File: src/rtl/arb_mux.sv
// Registered N:1 channel mux with valid/ready handshakes.
// Fixed mode selects the channel named by select_i; round-robin mode grants
// the first valid channel at or after a rotating pointer.
module arb_mux #(
    parameter int unsigned WIDTH  = 32,
    parameter int unsigned NUM_CH = 3,
    parameter int unsigned SEL_W  = $clog2(NUM_CH)
) (
    input  logic                    clk_i,
    input  logic                    rst_i,
    input  logic                    mode_i,
    input  logic [SEL_W-1:0]        select_i,
    input  logic [NUM_CH-1:0]       valid_i,
    input  logic [NUM_CH*WIDTH-1:0] data_i,
    output logic [NUM_CH-1:0]       ready_o,
    output logic                    valid_o,
    output logic [WIDTH-1:0]        data_o,
    output logic [SEL_W-1:0]        grant_o,
    input  logic                    ready_i
);

    logic              valid_q;
    logic [WIDTH-1:0]  data_q, data_d;
    logic [SEL_W-1:0]  grant_q, grant_d;
    logic [SEL_W-1:0]  ptr_q, ptr_d;
    logic              valid_d;

    logic              load;
    logic              has_win;
    logic [SEL_W-1:0]  win_sel;
    logic [WIDTH-1:0]  win_data;
    logic              xfer;
    int                rr_idx;

    assign load = !valid_q || ready_i;

    // Winner selection: fixed index (out-of-range never wins) or RR scan from ptr.
    always_comb begin
        has_win = 1'b0;
        win_sel = '0;
        rr_idx  = 0;
        if (!mode_i) begin
            for (int k = 0; k < NUM_CH; k++) begin
                if (int'(select_i) == k && valid_i[k]) begin
                    has_win = 1'b1;
                    win_sel = SEL_W'(k);
                end
            end
        end else begin
            for (int i = 0; i < NUM_CH; i++) begin
                rr_idx = int'(ptr_q) + i;
                if (rr_idx >= NUM_CH) begin
                    rr_idx = rr_idx - NUM_CH;
                end
                for (int k = 0; k < NUM_CH; k++) begin
                    if (!has_win && k == rr_idx && valid_i[k]) begin
                        has_win = 1'b1;
                        win_sel = SEL_W'(k);
                    end
                end
            end
        end
    end

    // Data of the winning channel and the one-hot accept vector.
    always_comb begin
        win_data = '0;
        ready_o  = '0;
        for (int k = 0; k < NUM_CH; k++) begin
            if (int'(win_sel) == k) begin
                win_data   = data_i[k*WIDTH +: WIDTH];
                ready_o[k] = load && !rst_i && has_win;
            end
        end
    end

    assign xfer = load && has_win && !rst_i;

    // Next-state for the output register and the round-robin pointer.
    always_comb begin
        valid_d = valid_q;
        data_d  = data_q;
        grant_d = grant_q;
        ptr_d   = ptr_q;
        if (xfer) begin
            valid_d = 1'b1;
            data_d  = win_data;
            grant_d = win_sel;
            if (mode_i) begin
                ptr_d = (int'(win_sel) == NUM_CH - 1) ? '0 : SEL_W'(int'(win_sel) + 1);
            end
        end else if (load) begin
            // Slot drained with nothing new: drop valid, keep last data/grant.
            valid_d = 1'b0;
        end
    end

    // State registers with synchronous reset; a held beat is discarded on reset.
    always_ff @(posedge clk_i) begin
        if (rst_i) begin
            valid_q <= 1'b0;
            data_q  <= '0;
            grant_q <= '0;
            ptr_q   <= '0;
        end else begin
            valid_q <= valid_d;
            data_q  <= data_d;
            grant_q <= grant_d;
            ptr_q   <= ptr_d;
        end
    end

    assign valid_o = valid_q;
    assign data_o  = data_q;
    assign grant_o = grant_q;

endmodule

File: config.mk
export PLATFORM = sky130hd
export DESIGN_NAME = arb_mux
export DESIGN_NICKNAME = d
export VERILOG_FILES = /design/src/rtl/arb_mux.sv
export SDC_FILE = /design/constraint.sdc
export NUM_CORES = 1
export LEC_CHECK = 0
export CORE_AREA = 2 2 81 83
export CTS_BUF_LIST = sky130_fd_sc_hd__clkbuf_8
export CTS_CLUSTER_SIZE = 14
export DETAILED_ROUTE_END_ITERATION = 16
export DIE_AREA = 0 0 83 85
export HOLD_SLACK_MARGIN = 0.05
export PLACE_DENSITY = 0.78
export SLEW_MARGIN = 20
export SYNTH_ARGS = -nofsm -noshare
export SYNTH_HDL_FRONTEND = slang
export SYNTH_SLANG_ARGS = --single-unit
File: constraint.sdc
create_clock -name clk_i -period 1.8 [get_ports clk_i]
set_input_delay 0.27 -clock clk_i [delete_from_list [all_inputs] [get_ports clk_i]]
set_output_delay 0.27 -clock clk_i [all_outputs]
set_load 0.01 [all_outputs]
==> flow_metrics.py <==
metrics = {
    "drt": {
        "num_vias": 2359,
        "wl_per_cell_um": 17.5,
        "drc_errors": 0,
        "dr.pass1.iters": 4,
        "ant_nets": 0,
        "wl_um": 7850,
        "via_per_inst": 5.25,
        "drt_iter0_drc": 94,
    },
    "synthesis": {
        "synth-main-ff-cell": "dfxtp_1",
        "synth-simple-area-share_pct": 7.63,
        "ys_warn_count": 0,
        "syn_avg_cell_area_um2": 10.1,
        "muxShareOfSynthArea_pct": 18.1,
        "syn_area_mm2": 0.00194,
        "synth_xor_area_share_pct": 0,
        "synth_top_family_by_area": "compound AO/OA/AOI/OAI gates",
        "async_flop_share_pct": 0,
        "synth_edf_count": 0,
        "syn_nets": 299,
        "synth_cell_type_count": 34,
        "synth_fa_ha_area_share_pct": 1.29,
        "ys_seq_area_share_pct": 38.3,
        "synth_seq_cells": 37,
        "synth_compound_area_share_pct": 27.5,
        "syn_inst": 192,
    },
    "power": {
        "p_leak_nw": 1.57,
        "max-vdd-ir-drop_uv": 344,
        "powerDensity_mw_per_mm2": 629,
    },
    "critical_path": {
        "cp.arrival_ns": 1.73,
        "reg2reg_slack_ns": -0.20,
        "criticalPathCategory": "reg -> out",
        "cp-start-kind": "register",
        "rr_startpoint": "ptr_q[1]",
        "crit_fanout": 4,
        "crit_required_ns": 1.53,
        "reg2reg_depth": 8,
        "rr_endpoint": "ptr_q[0]",
        "cp-end-kind": "output port",
    },
    "layout": {
        "areaGrowthSynthToFinish_pct": 120,
        "final_common_cell": "clkdlybuf4s50_1",
        "layout_common_cells": "134 x clkdlybuf4s50_1, 35 x dfxtp_1, 30 x a32oi_1",
        "drive_gt1_share_pct": 27.4,
        "fillers": 475,
        "final_net_count": 480,
        "multi_input_area_mm2": 0.00129,
        "regArea_um2": 746,
        "fin_area_mm2": 0.00426,
        "diodes": 0,
    },
    "placement": {
        "dpl-instance-area_mm2": 0.00358,
        "dp_hpwl_um": 5000,
        "numPortBuffers": 142,
        "gp_congestion": 0.863,
    },
    "clock_network": {
        "cts_buffers": 5,
        "cts_buffer_depth": 2,
        "cts-root-buf": "clkbuf_8",
        "htreeDepth": 2,
        "cts_tree": "done",
        "cts_sinks": 37,
        "insertion_delay_ns": 0.29,
        "clk_pin_slew_ns": 0.07,
        "cts_hold_buffers": 0,
    },
    "min_path": {
        "hp-start": "data_o[23]",
        "min_to": "data_o[23]",
        "holdCritPathClass": "reg -> reg",
        "hold_depth": 2,
    },
    "global_route": {
        "grt_pass1_vias": 2454,
        "antenna_found_initial": 0,
        "grt_pass1_wl_um": 11700,
        "grt.overflow.total": 0,
        "grt_use_total_pct": 20.5,
        "grt_max_degree": 22,
    },
    "timing": {
        "fmax_mhz": 501,
        "rsz0062_at_grt": "true",
        "worst_slack_ns": -0.198,
        "fin_skew_ns": 0.00528,
        "fin_crit_sh_pct": 111,
        "setup_viol": 36,
        "fin_crit_ns": 2.00,
        "worst_pin_slew_ns": 0.317,
        "drv_slew": 0,
        "hold_viol_final": 0,
        "setup_tns_ns": -3.96,
        "maxSlewHeadroom_pct": 78.6,
    },
    "flow_run": {
        "maxCapViolations": 0,
    },
    "floorplanning": {
        "start_util_pct": 31.2,
        "chipHeight_um": 85,
        "core_mm2": 0.00620,
        "die_w_um": 83,
        "die_area_mm2": 0.00706,
        "ioPinCount": 143,
        "row_count": 29,
    },
    "outcome": {
        "status": "finished with violations",
        "violations": "setup timing",
    },
}
-- synth_stat cells (2+ instances only) --
library cell,instances,share of area (%)
buf_4,6,2.3
ha_1,2,1.3
o21ai_1,31,8.0
buf_2,7,1.8
a31oi_1,2,0.65
mux2i_1,35,18
o21ai_0,3,0.78
a32oi_1,32,14
buf_6,3,1.7
inv_1,4,0.78
nand2b_1,2,0.65
dfxtp_1,37,38
nand2_1,3,0.58
a21oi_1,2,0.52
nor3_1,2,0.52
nor2_1,3,0.58
-- cell families after synthesis --
| kind of cell | after synthesis |
|---|---|
| mux | 35 |
| flops | 37 |
| simple gates | 20 |
| compound gates | 76 |
| fa+ha+maj | 2 |
| buf+inv | 22 |
-- critical path: stages, from the launching register on --
cell and delay (ns):
dfxtp_4 0.36, ha_4 0.26, o21ba_4 0.21, o2111ai_4 0.19
o21ai_4 0.11, nor3b_4 0.16, buf_2 0.15
-- through the flow --
| stage | power (W) | hold WS, ns | std cells | util, % | worst slack [ns] |
|---|---|---|---|---|---|
| floorplan | 0.00133 | 0.332 | 192 | - | 0.00595 |
| global placement | 0.00185 | 0.449 | 417 | 57.7 | -0.630 |
| CTS | 0.00258 | 0.475 | 442 | 65.1 | -0.200 |
| global route | 0.00279 | 0.488 | 449 | 68.7 | -0.277 |
| finish | 0.00268 | 0.472 | 449 | 68.7 | -0.198 |
| detailed placement | 0.00187 | 0.460 | 417 | 57.7 | -0.637 |
-- timing repair --
item | 4_1_cts | 5_1_grt
cloned | 4 | 4
pin swaps | 19 | 6
gates resized for setup | 60 | 24
setup endpoints to repair | 36 | 39
buffers inserted | 16 | 3
-- cell type report --
cell class / instances / share of cell area, %
inverters: 5 / 0.440
clock inverters: 1 / 0.117
multi-input cells: 133 / 30.3
flip-flops and latches: 37 / 17.5
well taps: 77 / 2.26
repair buffers: 191 / 47.8
clock buffers: 5 / 1.61
-- where the power goes --
group	internal, W	leakage [nW]	switching [W]
combinational	0.000720	1.23	0.000441
sequential	0.000915	0.306	0.0000533
clock	0.000255	0.0399	0.000295
total	0.00189	1.57	0.000790
-- worst max path at each step --
stage                      end  depth (start not counted)        from
floorplan           ready_o[0]                          8    ptr_q[0]
global placement    ready_o[0]                          6  valid_i[2]
detailed placement  ready_o[0]                          6  valid_i[2]
CTS                 ready_o[0]                          6    ptr_q[1]
global route        ready_o[0]                          7    ptr_q[0]
finish              ready_o[0]                          6    ptr_q[1]
-- registers in the layout, summed over array words and instances, names as in the netlist --
name / cells
grant_o: 2
valid_o: 1
data_o: 32
ptr_q: 2
-- layer usage --
layer	global-route usage [%]	vias to the layer above	wire (um)
met5	0	-	0
met4	5.37	0	106
met3	6.03	10	497
met2	36.7	113	3850
met1	23.9	1112	3400
li1	-	1124	-
Power figures use the tool's default switching activity.
